### src/rtl/key_seq_pkg.sv
// Shared constants and types for the PS/2 key event sequencer: protocol bytes,
// FSM state codes, event payload layout and the Pause sequence table.
package key_seq_pkg;

  localparam int unsigned EV_W      = 10;
  localparam int unsigned PAUSE_LEN = 7;

  localparam logic [7:0] KEY_E0 = 8'hE0;
  localparam logic [7:0] KEY_F0 = 8'hF0;
  localparam logic [7:0] KEY_E1 = 8'hE1;
  localparam logic [7:0] KEY_AA = 8'hAA;
  localparam logic [7:0] KEY_FC = 8'hFC;
  localparam logic [7:0] KEY_FA = 8'hFA;
  localparam logic [7:0] KEY_FE = 8'hFE;
  localparam logic [7:0] KEY_EE = 8'hEE;
  localparam logic [7:0] KEY_00 = 8'h00;
  localparam logic [7:0] KEY_FF = 8'hFF;

  typedef logic [2:0] state_t;
  localparam state_t ST_IDLE   = 3'd0;
  localparam state_t ST_EXT    = 3'd1;
  localparam state_t ST_BRK    = 3'd2;
  localparam state_t ST_EXTBRK = 3'd3;
  localparam state_t ST_PAUSE  = 3'd4;

  // Bytes expected after the leading E1 of the Pause make sequence
  localparam logic [7:0] PAUSE_BYTES [PAUSE_LEN] =
    '{8'h14, 8'h77, 8'hE1, 8'hF0, 8'h14, 8'hF0, 8'h77};

  typedef struct packed {
    logic       ext;
    logic       brk;
    logic [7:0] code;
  } key_ev_t;

  typedef struct packed {
    logic       valid;
    logic       ext;
    logic [7:0] code;
  } held_key_t;

endpackage

### src/rtl/key_event_sequencer_if.sv
// Byte-stream input and event valid/ready output of the key event sequencer.
interface key_event_sequencer_if;
  import key_seq_pkg::*;

  logic [7:0]      CODE;
  logic            NEW_CODE;
  logic [EV_W-1:0] EV_DATA;
  logic            EV_VALID;
  logic            EV_READY;

  modport master (output CODE, NEW_CODE, EV_READY, input EV_DATA, EV_VALID);
  modport slave  (input CODE, NEW_CODE, EV_READY, output EV_DATA, EV_VALID);
endinterface

### src/rtl/key_event_fifo.sv
// Synchronous event FIFO with a registered head word; a push into an empty
// FIFO becomes visible on the output only after the write edge.
module key_event_fifo
  import key_seq_pkg::*;
#(
  parameter int unsigned FIFO_DEPTH = 8
) (
  input  logic            CLK,
  input  logic            RST,
  input  logic            push,
  input  logic [EV_W-1:0] push_data,
  input  logic            pop,
  output logic [EV_W-1:0] dout,
  output logic            valid,
  output logic            full
);
  localparam int unsigned AW = $clog2(FIFO_DEPTH);
  localparam int unsigned CW = AW + 1;

  logic [EV_W-1:0] mem [FIFO_DEPTH];
  logic [AW-1:0]   wr_ptr_q, rd_ptr_q;
  logic [CW-1:0]   count_q, count_d;
  logic [EV_W-1:0] head_d;
  logic            do_push, do_pop;

  // A full FIFO still accepts a push when the head leaves on the same edge
  always_comb begin
    do_pop  = pop & valid;
    do_push = push & (~full | do_pop);
    count_d = count_q;
    if (do_push & ~do_pop)
      count_d = count_q + CW'(1);
    else if (~do_push & do_pop)
      count_d = count_q - CW'(1);

    head_d = dout;
    if (do_pop) begin
      if (count_q > CW'(1))
        head_d = mem[rd_ptr_q + AW'(1)];
      else if (do_push)
        head_d = push_data;
    end else if (do_push && count_q == '0) begin
      head_d = push_data;
    end
  end

  always_ff @(posedge CLK) begin
    if (RST) begin
      wr_ptr_q <= '0;
      rd_ptr_q <= '0;
      count_q  <= '0;
      dout     <= '0;
      valid    <= 1'b0;
      full     <= 1'b0;
    end else begin
      if (do_push) wr_ptr_q <= wr_ptr_q + AW'(1);
      if (do_pop)  rd_ptr_q <= rd_ptr_q + AW'(1);
      count_q <= count_d;
      dout    <= head_d;
      valid   <= (count_d != '0);
      full    <= (count_d == CW'(FIFO_DEPTH));
    end
  end

  always_ff @(posedge CLK) begin
    if (!RST && do_push) mem[wr_ptr_q] <= push_data;
  end

endmodule

### src/rtl/key_event_sequencer.sv
// PS/2 multi-byte scan-code sequencer feeding a small event FIFO.
// Optional KEYSEQ_TYPEMATIC_FILTER_EN suppresses auto-repeated make events.
module key_event_sequencer
  import key_seq_pkg::*;
#(
  parameter int unsigned FIFO_DEPTH     = 8,
  parameter int unsigned TIMEOUT_CYCLES = 100000
) (
  input  logic                  CLK,
  input  logic                  RST,
  key_event_sequencer_if.slave  bus,
  input  logic                  CLR,
  output logic                  OVERFLOW,
  output logic                  SEQ_ERR,
  output logic                  BAT_OK
);
  localparam int unsigned TMO_W  = (TIMEOUT_CYCLES > 2) ? $clog2(TIMEOUT_CYCLES) : 1;
  localparam int unsigned PIDX_W = 3;

  state_t            state_q, state_d;
  logic [PIDX_W-1:0] pidx_q, pidx_d;
  logic [TMO_W-1:0]  tmo_q, tmo_d;
  logic              seq_err_d, bat_ok_d, ovr_byte;
  logic              emit, emit_f, pop, drop;
  key_ev_t           ev;
  logic [EV_W-1:0]   fifo_dout;
  logic              fifo_valid, fifo_full;

  always_ff @(posedge CLK) begin
    if (RST) begin
      state_q  <= ST_IDLE;
      pidx_q   <= '0;
      tmo_q    <= '0;
      SEQ_ERR  <= 1'b0;
      BAT_OK   <= 1'b0;
      OVERFLOW <= 1'b0;
    end else begin
      state_q  <= state_d;
      pidx_q   <= pidx_d;
      tmo_q    <= tmo_d;
      SEQ_ERR  <= seq_err_d;
      BAT_OK   <= bat_ok_d;
      OVERFLOW <= (OVERFLOW & ~CLR) | ovr_byte | drop;
    end
  end

  // Byte-driven sequencing; the idle timeout only acts on cycles without a byte
  always_comb begin
    state_d   = state_q;
    pidx_d    = pidx_q;
    seq_err_d = 1'b0;
    bat_ok_d  = BAT_OK;
    ovr_byte  = 1'b0;
    emit      = 1'b0;
    ev        = '0;
    tmo_d     = (bus.NEW_CODE || state_q == ST_IDLE) ? '0 : tmo_q + TMO_W'(1);

    if (bus.NEW_CODE) begin
      unique case (state_q)
        ST_IDLE: begin
          case (bus.CODE)
            KEY_E0:                 state_d = ST_EXT;
            KEY_F0:                 state_d = ST_BRK;
            KEY_E1: begin           state_d = ST_PAUSE; pidx_d = '0; end
            KEY_AA:                 bat_ok_d = 1'b1;
            KEY_FC:                 bat_ok_d = 1'b0;
            KEY_00, KEY_FF:         ovr_byte = 1'b1;
            KEY_FA, KEY_FE, KEY_EE: begin end
            default: begin
              emit = 1'b1;
              ev   = {1'b0, 1'b0, bus.CODE};
            end
          endcase
        end
        ST_EXT: begin
          case (bus.CODE)
            KEY_F0: state_d = ST_EXTBRK;
            KEY_E0: state_d = ST_EXT;
            KEY_E1: begin seq_err_d = 1'b1; state_d = ST_IDLE; end
            default: begin
              emit    = 1'b1;
              ev      = {1'b1, 1'b0, bus.CODE};
              state_d = ST_IDLE;
            end
          endcase
        end
        ST_BRK, ST_EXTBRK: begin
          state_d = ST_IDLE;
          if (bus.CODE inside {KEY_E0, KEY_F0, KEY_E1}) begin
            seq_err_d = 1'b1;
          end else begin
            emit = 1'b1;
            ev   = {state_q == ST_EXTBRK, 1'b1, bus.CODE};
          end
        end
        ST_PAUSE: begin
          if (bus.CODE == PAUSE_BYTES[pidx_q]) begin
            if (pidx_q == PIDX_W'(PAUSE_LEN - 1)) begin
              emit    = 1'b1;
              ev      = {1'b1, 1'b0, KEY_E1};
              state_d = ST_IDLE;
            end else begin
              pidx_d = pidx_q + PIDX_W'(1);
            end
          end else begin
            seq_err_d = 1'b1;
            state_d   = ST_IDLE;
          end
        end
        default: state_d = ST_IDLE;
      endcase
    end else if (state_q != ST_IDLE && tmo_q == TMO_W'(TIMEOUT_CYCLES - 1)) begin
      seq_err_d = 1'b1;
      state_d   = ST_IDLE;
    end
  end

`ifdef KEYSEQ_TYPEMATIC_FILTER_EN
  held_key_t held_q, held_d;
  logic      held_match;

  // Pause is the only {ext,make,E1} event and bypasses the held-key logic
  always_comb begin
    held_d     = held_q;
    emit_f     = emit;
    held_match = held_q.valid && (held_q.ext == ev.ext) && (held_q.code == ev.code);
    if (emit && !(ev.ext && !ev.brk && ev.code == KEY_E1)) begin
      if (!ev.brk) begin
        if (held_match) emit_f = 1'b0;
        else            held_d = '{valid: 1'b1, ext: ev.ext, code: ev.code};
      end else if (held_match) begin
        held_d.valid = 1'b0;
      end
    end
  end

  always_ff @(posedge CLK) begin
    if (RST) held_q <= '0;
    else     held_q <= held_d;
  end
`else
  always_comb emit_f = emit;
`endif

  assign pop  = fifo_valid & bus.EV_READY;
  assign drop = emit_f & fifo_full & ~pop;

  key_event_fifo #(.FIFO_DEPTH(FIFO_DEPTH)) u_fifo (
    .CLK       (CLK),
    .RST       (RST),
    .push      (emit_f),
    .push_data (ev),
    .pop       (bus.EV_READY),
    .dout      (fifo_dout),
    .valid     (fifo_valid),
    .full      (fifo_full)
  );

  assign bus.EV_DATA  = fifo_dout;
  assign bus.EV_VALID = fifo_valid;

endmodule

### src/flat_wrapper.sv
// flat-port wrapper written by rule: the top's interface ports become plain ports
module key_event_sequencer_flat import key_seq_pkg::*;
#(
  parameter int unsigned FIFO_DEPTH     = 8,
  parameter int unsigned TIMEOUT_CYCLES = 100000
)
  (CLK, RST, CLR, OVERFLOW, SEQ_ERR, BAT_OK, bus_CODE, bus_NEW_CODE, bus_EV_READY, bus_EV_DATA, bus_EV_VALID);
  key_event_sequencer_if bus_i ();
  input  logic CLK;
  input  logic RST;
  input  logic CLR;
  output logic OVERFLOW;
  output logic SEQ_ERR;
  output logic BAT_OK;
  input wire logic [$bits(bus_i.CODE)-1:0] bus_CODE;
  input wire logic [$bits(bus_i.NEW_CODE)-1:0] bus_NEW_CODE;
  input wire logic [$bits(bus_i.EV_READY)-1:0] bus_EV_READY;
  output wire logic [$bits(bus_i.EV_DATA)-1:0] bus_EV_DATA;
  output wire logic [$bits(bus_i.EV_VALID)-1:0] bus_EV_VALID;
  assign bus_i.CODE = bus_CODE;
  assign bus_i.NEW_CODE = bus_NEW_CODE;
  assign bus_i.EV_READY = bus_EV_READY;
  assign bus_EV_DATA = bus_i.EV_DATA;
  assign bus_EV_VALID = bus_i.EV_VALID;
  key_event_sequencer #(.FIFO_DEPTH(FIFO_DEPTH), .TIMEOUT_CYCLES(TIMEOUT_CYCLES)) u_core (.CLK(CLK), .RST(RST), .bus(bus_i), .CLR(CLR), .OVERFLOW(OVERFLOW), .SEQ_ERR(SEQ_ERR), .BAT_OK(BAT_OK));
endmodule
### config.mk
export PLATFORM = sky130hd
export DESIGN_NAME = key_event_sequencer_flat
export DESIGN_NICKNAME = d
export VERILOG_FILES = /design/src/rtl/key_seq_pkg.sv /design/src/rtl/key_event_sequencer_if.sv /design/src/rtl/key_event_fifo.sv /design/src/rtl/key_event_sequencer.sv /design/src/flat_wrapper.sv
export SDC_FILE = /design/constraint.sdc
export NUM_CORES = 1
export LEC_CHECK = 0
export ABC_AREA = 1
export BUFFER_PORTS_ARGS = -buffer_cell sky130_fd_sc_hd__buf_2
export CORE_AREA = 2 2 150 108
export CTS_CLUSTER_SIZE = 25
export DETAILED_ROUTE_END_ITERATION = 8
export DIE_AREA = 0 0 152 110
export SLEW_MARGIN = 30
export SYNTH_ARGS = -nofsm -noshare
export SYNTH_HDL_FRONTEND = slang
export SYNTH_SLANG_ARGS = --single-unit
### constraint.sdc
create_clock -name CLK -period 6.95 [get_ports CLK]
set_input_delay 1.7375 -clock CLK [delete_from_list [all_inputs] [get_ports CLK]]
set_output_delay 1.7375 -clock CLK [all_outputs]
set_load 0.005 [all_outputs]
# Word-level counts from Yosys, hierarchy flattened
# Memories as Yosys holds them, arrays and structs flattened.
# Cells that the tools add are included.
# totals
in_bits	13
ram_bits	80
regBits	48
rom_bits	64
memories	2
# classes
bitwise_logic	15
eq_ne	23
order_cmp	2
n_reduce_logical	24
mux	45
addsub	6
# mem_list
memory	depth	width	read_ports	rd_clocked_by_memory_dff	write_ports	line	source
u_core.u_fifo.mem	8	10	1	0	1	key_event_fifo.sv:20	logic [EV_W-1:0] mem [FIFO_DEPTH];
(no name shown)	8	8	1	0	0	key_event_sequencer.sv:97	if (bus.CODE == PAUSE_BYTES[pidx_q]) begin
# ops
cell	n
two-way mux 10 bit	9
== test 8 bit (second input constant)	9
one-hot mux 10 bit (4 select lines)	1
two-way mux 8 bit	3
two-way mux 3 bit	7
one-hot mux 3 bit (3 select lines)	2
adder 17 x 1 -> 17 bit (second input constant)	1
== test 17 bit (second input constant)	1
two-way mux 1 bit	16
OR reduction 10 bit	1
adder 3 x 1 -> 3 bit (second input constant)	3
== test 8 bit	1
logical NOT 8 bit	1
two-way mux 4 bit	2
nonzero test 2 bit	4
AND 1 bit	7
== test 3 x 2 -> 1 bit (second input constant)	2
== test 3 bit (second input constant)	2
one-hot mux 3 bit (2 select lines)	1
AND reduction 3 bit	2
nonzero test 3 bit	2
OR reduction 2 bit	3
!= test 5 bit (second input constant)	1
AND reduction 5 bit	1
25 further kinds	33

# Logic depth before layout (Yosys ltp)
# Gate-level depths: netlist of run 1.
# depth
word_depth	14
ltp_mapped	19
mapped_depth_nobuf	19

# Modules after synthesis
# Synthesis of run 1 repeated with hierarchy kept, for this count alone.
# unflattened
cells_unflattened	730
area_unflattened_um2	6253.5
# modules_own_cells
mod	instances	area_per_inst_um2	cells_per_inst	seq_area_each_um2
key_event_fifo	1	4455.5	450	2842.7
key_event_sequencer	1	1798.0	280	520.5

# Least setup slack after synthesis of run 1
# No wires, ideal clock.
# synth_path
kind	in2reg
start	input port bus_CODE[7]
end	memory u_core.u_fifo.mem[2][0] (enable)
n_path_buf	0
t_arrival_ns	3.806
setup_time_ns	0.404
path_stages	13
required_time_ns	6.546
path_slack_ns	2.740
path_cell_list	nand2_1 -> nor2_4 -> nand2_2 -> nand2_1 -> nor2_1 -> nand2_2 -> nand2_4 -> nand2_4 -> nand2_4 -> nand2_8 -> a21oi_4 -> nand2_1 -> nor4_1
# synth_between
elab_chain_cells	9
elab_cells_between_ends	24
# synth_rtl
element	line	source
start: declaration	flat_wrapper.sv:15	input wire logic [$bits(bus_i.CODE)-1:0] bus_CODE;
== test 8 bit, or another cell as far along	key_event_sequencer.sv:61	case (bus.CODE)
OR reduction 10 bit (no source line), or another cell as far along	--	
two-way mux 1 bit, on equally long branches	key_event_sequencer.sv:61, key_event_sequencer.sv:76, key_event_sequencer.sv:89	
one-hot mux 1 bit (4 select lines) *	key_event_sequencer.sv:59	unique case (state_q)
two-way mux 1 bit *	key_event_sequencer.sv:58	if (bus.NEW_CODE) begin
AND 1 bit *	key_event_fifo.sv:29	do_push = push & (~full | do_pop);
logical AND 1 bit *	key_event_fifo.sv:66	if (!RST && do_push) mem[wr_ptr_q] <= push_data;
two-way mux 1 bit *	key_event_fifo.sv:66	
two-way mux 1 bit (not written as such) *	key_event_fifo.sv:66	
end: declaration	key_event_fifo.sv:20	
# Mark *: on every way between the ends. The rest lies on a longest branch, timed or not.

# Worst setup path in the final report of run 1
# layout_path
start	input port bus_CODE[1]
end	memory u_core.u_fifo.mem[0][2] (enable)
# Same word-level chain as after synthesis.

==> qor.csv, run 1 <==
stage;metric;value;unit
grt;grt_max_degree;43;
sta;final-max-slew-violation-count;0;
pwr;p_int;1550;uW
pwr;p_clk_share;39.3;%
synth;yosys_warnings;0;
pwr;swShare;30.7;%
cells_and_area;final_cell_mix;nor2_1 (105), nand2_1 (92), edfxtp_1 (80);
cells_and_area;final_area;0.00701;mm2
grt;grt_usage;18.0;%
cts;path_clk_slew;0.06;ns
place;place.gp.congestion;0.952;
worst_setup_path;worstReg2RegEnd;u_core.u_fifo.mem[0][2];
routing;avgRoutedWirePerCell;16.3;um
synth;synth_seq_area_share;55.7;%
synth;synth_fp_nets;671;
grt;gr-total-overflow;0;
worst_setup_path;critPathCaptureType;flop;
pwr;ir_worst_vdd;0.198;mV
sta;finalHoldViolCount;0;
cts;ctsLongestPathBuffers;2;
sta;final-setup-viol-count;0;
routing;vias_per_cell;5.28;
routing;drcViolationCount;0;
hold_path;hp-class;flop to flop;
pwr;power_switching;687;uW
synth;yosysTopAreaCell;edfxtp_1;
synth;synth_async_sr_flop_share;0;%
synth;synth_top_area_share;39.8;%
cells_and_area;layout_commonest_cell;nor2_1;
synth;synth_area_leaders;edfxtp_1 (40%), dfxtp_1 (16%), nor2_1 (6.5%);
worst_setup_path;cp-endpoint;u_core.u_fifo.mem[0][2];
place;io_buffers;26;
synth;synth_cell_types;48;
floorplanning;fp.dieW;152;um
sta;period_share;58.5;%
grt;grt_pass1_vias;4384;
flow_run;max-cap-violations;0;
cts;cts_root_buffer;clkbuf_16;
cts;numCtsBuffers;17;
synth;synth_area;0.00604;mm2
cts;cts_resized;0;
synth;ys.flop_type;edfxtp_1;
worst_setup_path;r2r_slack;3.55;ns
place;post_dp_cell_area;0.00642;mm2
cts;hold_buffers;0;
place;dp_hpwl;9960;um
outcome;status;finished clean;
worst_setup_path;startpoint_type;input pin;
synth;ys_ff_latch;128;
routing;dr.first_iter.drc_count;457;
floorplanning;num_rows;38;
sta;fin_crit;4.06;ns
worst_setup_path;r2r-start;u_core.pidx_q[0];
routing;routed-via-count;4714;
grt;antenna_found_initial;0;
floorplanning;coreArea;0.0153;mm2
routing;wl;14500;um
floorplanning;die_h;110;um
cts;post_cts_buffers;0;
worst_setup_path;worstSetupPathType;input pin to flop;
cells_and_area;nets;705;
cts;h-tree-depth;4;
worst_setup_path;cp_max_fo;7;
worst_setup_path;crit_start;bus_CODE[1];
worst_setup_path;reg2reg_depth;13;
floorplanning;die-area;0.0167;mm2
sta;rsz0062_at_grt;no;
cells_and_area;area_delta_synth_final;16.2;%
floorplanning;ios;27;
cts;cts_tree;built;
synth;synth_edf_count;80;
sta;clock.fmax;246;MHz
grt;grt_pass1_wl;23200;um
routing;firstDrtPassIters;5;
worst_setup_path;cp.arrival;4.19;ns
synth;synthCells;646;
routing;ant_nets;0;
worst_setup_path;cp_data_required_time;7.08;ns
cells_and_area;n_antenna_cell;0;
pwr;p_seq_share;39.9;%
sta;relSlewSlack;39.5;%
sta;holdWs;0.444;ns
sta;clock_skew;0.0189;ns
cells_and_area;layout-drive-gt1-share;15.3;%
floorplanning;start_util;39.5;%
pwr;p_per_area;319;mW/mm2
synth;synth_area_per_cell;9.34;um2
cts;clock_sinks;128;
pwr;power.share.combinational;20.9;%
sta;fin_tns_setup;0;ns
sta;worst_pin_slew;0.901;ns
pwr;p_leak;0.00269;uW
cts;worst_skew_pair.late_latency;0.42;ns
-- routing by layer --
layer	track usage (%)	up-vias	part of all wire, %
met1	26.1	2255	51
met3	3.79	13	6.2
li1	-	2304	-
met4	5.54	0	1.0
met5	0	-	0
met2	27.1	142	42
-- state kept, by name, summed over array words and instances (netlist names), 3 cells and up --
signal / count
u_core.u_fifo.dout: 10
u_core.u_fifo.mem: 80
u_core.state_q: 3
u_core.tmo_q: 17
u_core.u_fifo.wr_ptr_q: 3
u_core.u_fifo.rd_ptr_q: 3
u_core.u_fifo.count_q: 4
u_core.pidx_q: 3
-- cells by family (layout without fill, tap and decap cells) --
family	count (synthesis)	after routing	share of synthesized area [%]
AO/OA/AOI/OAI	124	124	12.7
AND/OR/NAND/NOR	276	276	20.6
adder cells (fa/ha/maj)	12	12	2.49
buffers and inverters	90	137	5.93
XOR/XNOR	4	4	0.581
multiplexers	12	12	1.99
flip-flops	128	128	55.7
-- how the worst min path moves through the flow --
stage / from / end / slack (ns) / depth (start not counted)
floorplan: u_core.tmo_q[0] / u_core.tmo_q[0] / 0.42 / 1
global placement: u_core.tmo_q[0] / u_core.tmo_q[0] / 0.43 / 1
detailed placement: u_core.tmo_q[0] / u_core.tmo_q[0] / 0.44 / 1
CTS: u_core.tmo_q[0] / u_core.tmo_q[0] / 0.45 / 1
global route: u_core.tmo_q[0] / u_core.tmo_q[0] / 0.47 / 1
finish: u_core.tmo_q[0] / u_core.tmo_q[0] / 0.44 / 1
-- metrics by stage --
step           power [uW]  instances  worst slack (ns)  util [%]
6_report             2240        893              2.89      46.0
5_1_grt              2360        893              2.69      46.0
4_1_cts              2260        893              2.94      45.9
3_5_place_dp         1380        861              2.54      42.0
3_3_place_gp         1360        861              2.39      42.0
2_1_floorplan        1240        646              2.74         -
-- Yosys cell counts, types with 2 or more instances --
master	n
nor3_2	2
nor2_2	6
nand4_1	8
or2_0	2
edfxtp_1	80
nand2_2	5
o21a_1	2
nor2_1	105
a21oi_1	27
mux2i_1	12
inv_1	59
o211ai_1	6
xnor2_1	2
nand2_1	92
o221ai_1	12
ha_1	12
a211oi_1	3
buf_1	2
nor3_1	17
o21ai_2	3
dfxtp_1	48
a22oi_1	2
nand3_1	25
nor4_1	6
inv_2	8
buf_6	2
o32ai_1	8
o21ai_0	43
o21ai_1	11
nand2_4	3
xor2_1	2
clkbuf_1	15
-- power by group through the flow --
stage          Combinational, uW  Clock (uW)  Sequential (uW)
5_1_grt                      530         928              898
4_1_cts                      471         894              893
3_3_place_gp                 456           0              905
3_5_place_dp                 468           0              907
2_1_floorplan                339           0              903
6_report                     468         879              893
-- critical path, cell delays in order --
cell	delay (ns)
buf_2	0.16
nor2_1	0.07
nand2_2	0.11
nor2_1	0.09
nor2_2	0.32
nand2_4	0.11
nand2_4	0.11
nand2_8	0.08
a21oi_4	0.17
nand2_1	0.19
nor3_1	0.74
buf_4	0.28
-- cell type report --
type / instances / area [um2]
sequential: 128 / 3360
clock inverter: 14 / 158
timing repair buffer: 36 / 205
tap: 200 / 250
inverter: 69 / 262
clock buffer: 18 / 429
fill: 1421 / 8250
multi-input combinational: 428 / 2350
No activity file was read; power rests on OpenSTA's default activity.
==> run 2: changes to the inputs <==
==> constraint.sdc (replaced) <==
create_clock -name CLK -period 4 [get_ports CLK]
set_input_delay 1 -clock CLK [delete_from_list [all_inputs] [get_ports CLK]]
set_output_delay 1 -clock CLK [all_outputs]
set_load 0.005 [all_outputs]
==> run 2 against run 1 <==
Net effect: utilization is 0.057 points higher; combinational power is 76% higher; total power is 72% higher; cell count is 0.56% higher; non-clock buffer count is 5 higher; sequential cell count stayed put; register-to-register slack worse by 2.4 ns; worst setup slack worse by 1.8 ns; critical path type is now flop to flop; largest power group unchanged.
==> qor.csv, run 2 (synthesis results as in run 1) <==
stage;metric;value;unit
cells_and_area;nets;710;
pwr;p_seq_share;40.3;%
cells_and_area;fillers;1442;
pwr;p_leak;0.00272;uW
worst_setup_path;r2r_slack;1.13;ns
worst_setup_path;worstSetupPathType;flop to flop;
worst_setup_path;cp-endpoint;u_core.u_fifo.mem[0][5];
cts;h-tree-depth;4;
sta;clock_skew;0.00841;ns
cts;cts_root_buffer;clkbuf_16;
flow_run;max-cap-violations;0;
pwr;power.share.combinational;21.3;%
cts;worst_skew_pair.late_latency;0.41;ns
routing;drcViolationCount;0;
worst_setup_path;reg2reg_depth;13;
grt;antenna_found_initial;0;
cts;numCtsBuffers;17;
cells_and_area;n_antenna_cell;0;
pwr;p_clk_share;38.5;%
sta;fin_crit;2.87;ns
routing;routed-via-count;4715;
floorplanning;ios;27;
cts;cts_resized;0;
pwr;total_power;3860;uW
worst_setup_path;worstReg2RegEnd;u_core.u_fifo.mem[0][5];
routing;wl;14500;um
cells_and_area;final_cell_mix;nor2_1 (105), nand2_1 (92), edfxtp_1 (80);
cells_and_area;layout-drive-gt1-share;15.5;%
worst_setup_path;r2r-start;u_core.pidx_q[0];
routing;dr.first_iter.drc_count;399;
cells_and_area;largest_reg_flops;80;
pwr;p_per_area;550;mW/mm2
cts;clock_sinks;128;
grt;gr-total-overflow;0;
cells_and_area;layoutNonFillerInstCount;898;
cts;ctsLongestPathBuffers;2;
place;place.gp.congestion;0.910;
routing;ant_nets;0;
worst_setup_path;startpoint_type;flop;
floorplanning;fp.dieW;152;um
sta;layout_setup_ws;1.13;ns
sta;rsz0062_at_grt;no;
outcome;status;finished clean;
sta;relSlewSlack;59.3;%
cts;path_clk_slew;0.06;ns
sta;period_share;71.8;%
floorplanning;die-area;0.0167;mm2
floorplanning;start_util;39.5;%
worst_setup_path;crit_start;u_core.pidx_q[0];
sta;final-setup-viol-count;0;
worst_setup_path;cp_data_required_time;4.11;ns
place;dp_slack;0.837;ns
place;place_inst;866;
grt;grt_pass1_vias;4511;
sta;worst_pin_slew;0.607;ns
place;dp_hpwl;10200;um
routing;avgRoutedWirePerCell;16.2;um
worst_setup_path;critPathCaptureType;flop;
pwr;ir_worst_vdd;0.363;mV
cells_and_area;layout_commonest_cell;nor2_1;
floorplanning;die_h;110;um
hold_path;hp-class;flop to flop;
sta;fin_tns_setup;0;ns
cts;hold_buffers;0;
cts;post_cts_buffers;0;
sta;final-max-slew-violation-count;0;
pwr;swShare;29.7;%
floorplanning;num_rows;38;
sta;finalHoldViolCount;0;
floorplanning;coreArea;0.0153;mm2
grt;grt_usage;18.1;%
cells_and_area;regMostFlops;u_core.u_fifo.mem;
cells_and_area;top_regs;u_core.u_fifo.mem: 80 flops, u_core.tmo_q: 17 flops, u_core.u_fifo.dout: 10 flops;
place;io_buffers;26;
sta;clock.fmax;348;MHz
grt;grt_pass1_wl;23400;um
cells_and_area;final_area;0.00702;mm2
worst_setup_path;cp_max_fo;6;
routing;vias_per_cell;5.25;
cts;cts_tree;built;
place;post_dp_cell_area;0.00644;mm2
pwr;p_int;2720;uW
worst_setup_path;cp.arrival;2.98;ns
routing;firstDrtPassIters;5;
pwr;power_switching;1150;uW
cells_and_area;area_delta_synth_final;16.3;%
grt;grt_max_degree;41;
## run 2: cell count changes in the layout (fill, tap and decap cells not counted), sizes merged
cell,change
inv,-2
clkinv,-1
clkbuf,+5
bufinv,-1
buf,+5
clkinvlp,-1
## run 2: worst min-delay path by stage
stage,to,slack (ns),startpoint,cells after the start
after global placement,u_core.tmo_q[0],0.43,u_core.tmo_q[0],1
after floorplan,u_core.tmo_q[0],0.42,u_core.tmo_q[0],1
after detailed placement,u_core.tmo_q[0],0.45,u_core.tmo_q[0],1
after CTS,u_core.tmo_q[0],0.46,u_core.tmo_q[0],1
final,u_core.tmo_q[0],0.46,u_core.tmo_q[0],1
after global routing,u_core.tmo_q[0],0.50,u_core.tmo_q[0],1
## run 2: worst max-delay path, stage by stage (launching register included)
cell	delay, ns
dfxtp_1	0.39
inv_1	0.12
ha_1	0.34
or2_0	0.21
nand3_1	0.07
nand2_1	0.06
nor2_2	0.12
nand4_2	0.15
nand2_4	0.15
nand2_8	0.08
a21oi_4	0.17
nand2_1	0.16
nor3_1	0.29
buf_4	0.25
## run 2: layout make-up
cell class	count	area [um2]	share of cell area, %
Sequential cell	128	3360	47.9
Timing Repair Buffer	41	243	3.46
Multi-Input combinational cell	428	2330	33.1
Clock buffer	23	500	7.13
Inverter	69	262	3.72
Clock inverter	9	76.3	1.09
Tap cell	200	250	3.56
## run 2: power groups by stage
stage / clock (uW) / sequential, uW / combinational, uW
2_1_floorplan: 0 / 1570 / 589
3_3_place_gp: 0 / 1570 / 800
3_5_place_dp: 0 / 1580 / 820
4_1_cts: 1510 / 1550 / 824
5_1_grt: 1570 / 1560 / 929
6_report: 1490 / 1560 / 822
## run 2: through the flow
step | util (%) | hold slack (ns)
5_1_grt | 46.0 | 0.499
4_1_cts | 46.0 | 0.462
3_5_place_dp | 42.2 | 0.454
6_report | 46.0 | 0.456
3_3_place_gp | 42.2 | 0.426
2_1_floorplan | - | 0.418
## run 2: per-layer routing
metal	global-route usage [%]	part of all wire, %	up-vias
met1	27.0	50	2240
met5	0	0	-
met2	26.7	42	145
met3	3.44	6.6	12
li1	-	-	2318
met4	5.74	0.91	0
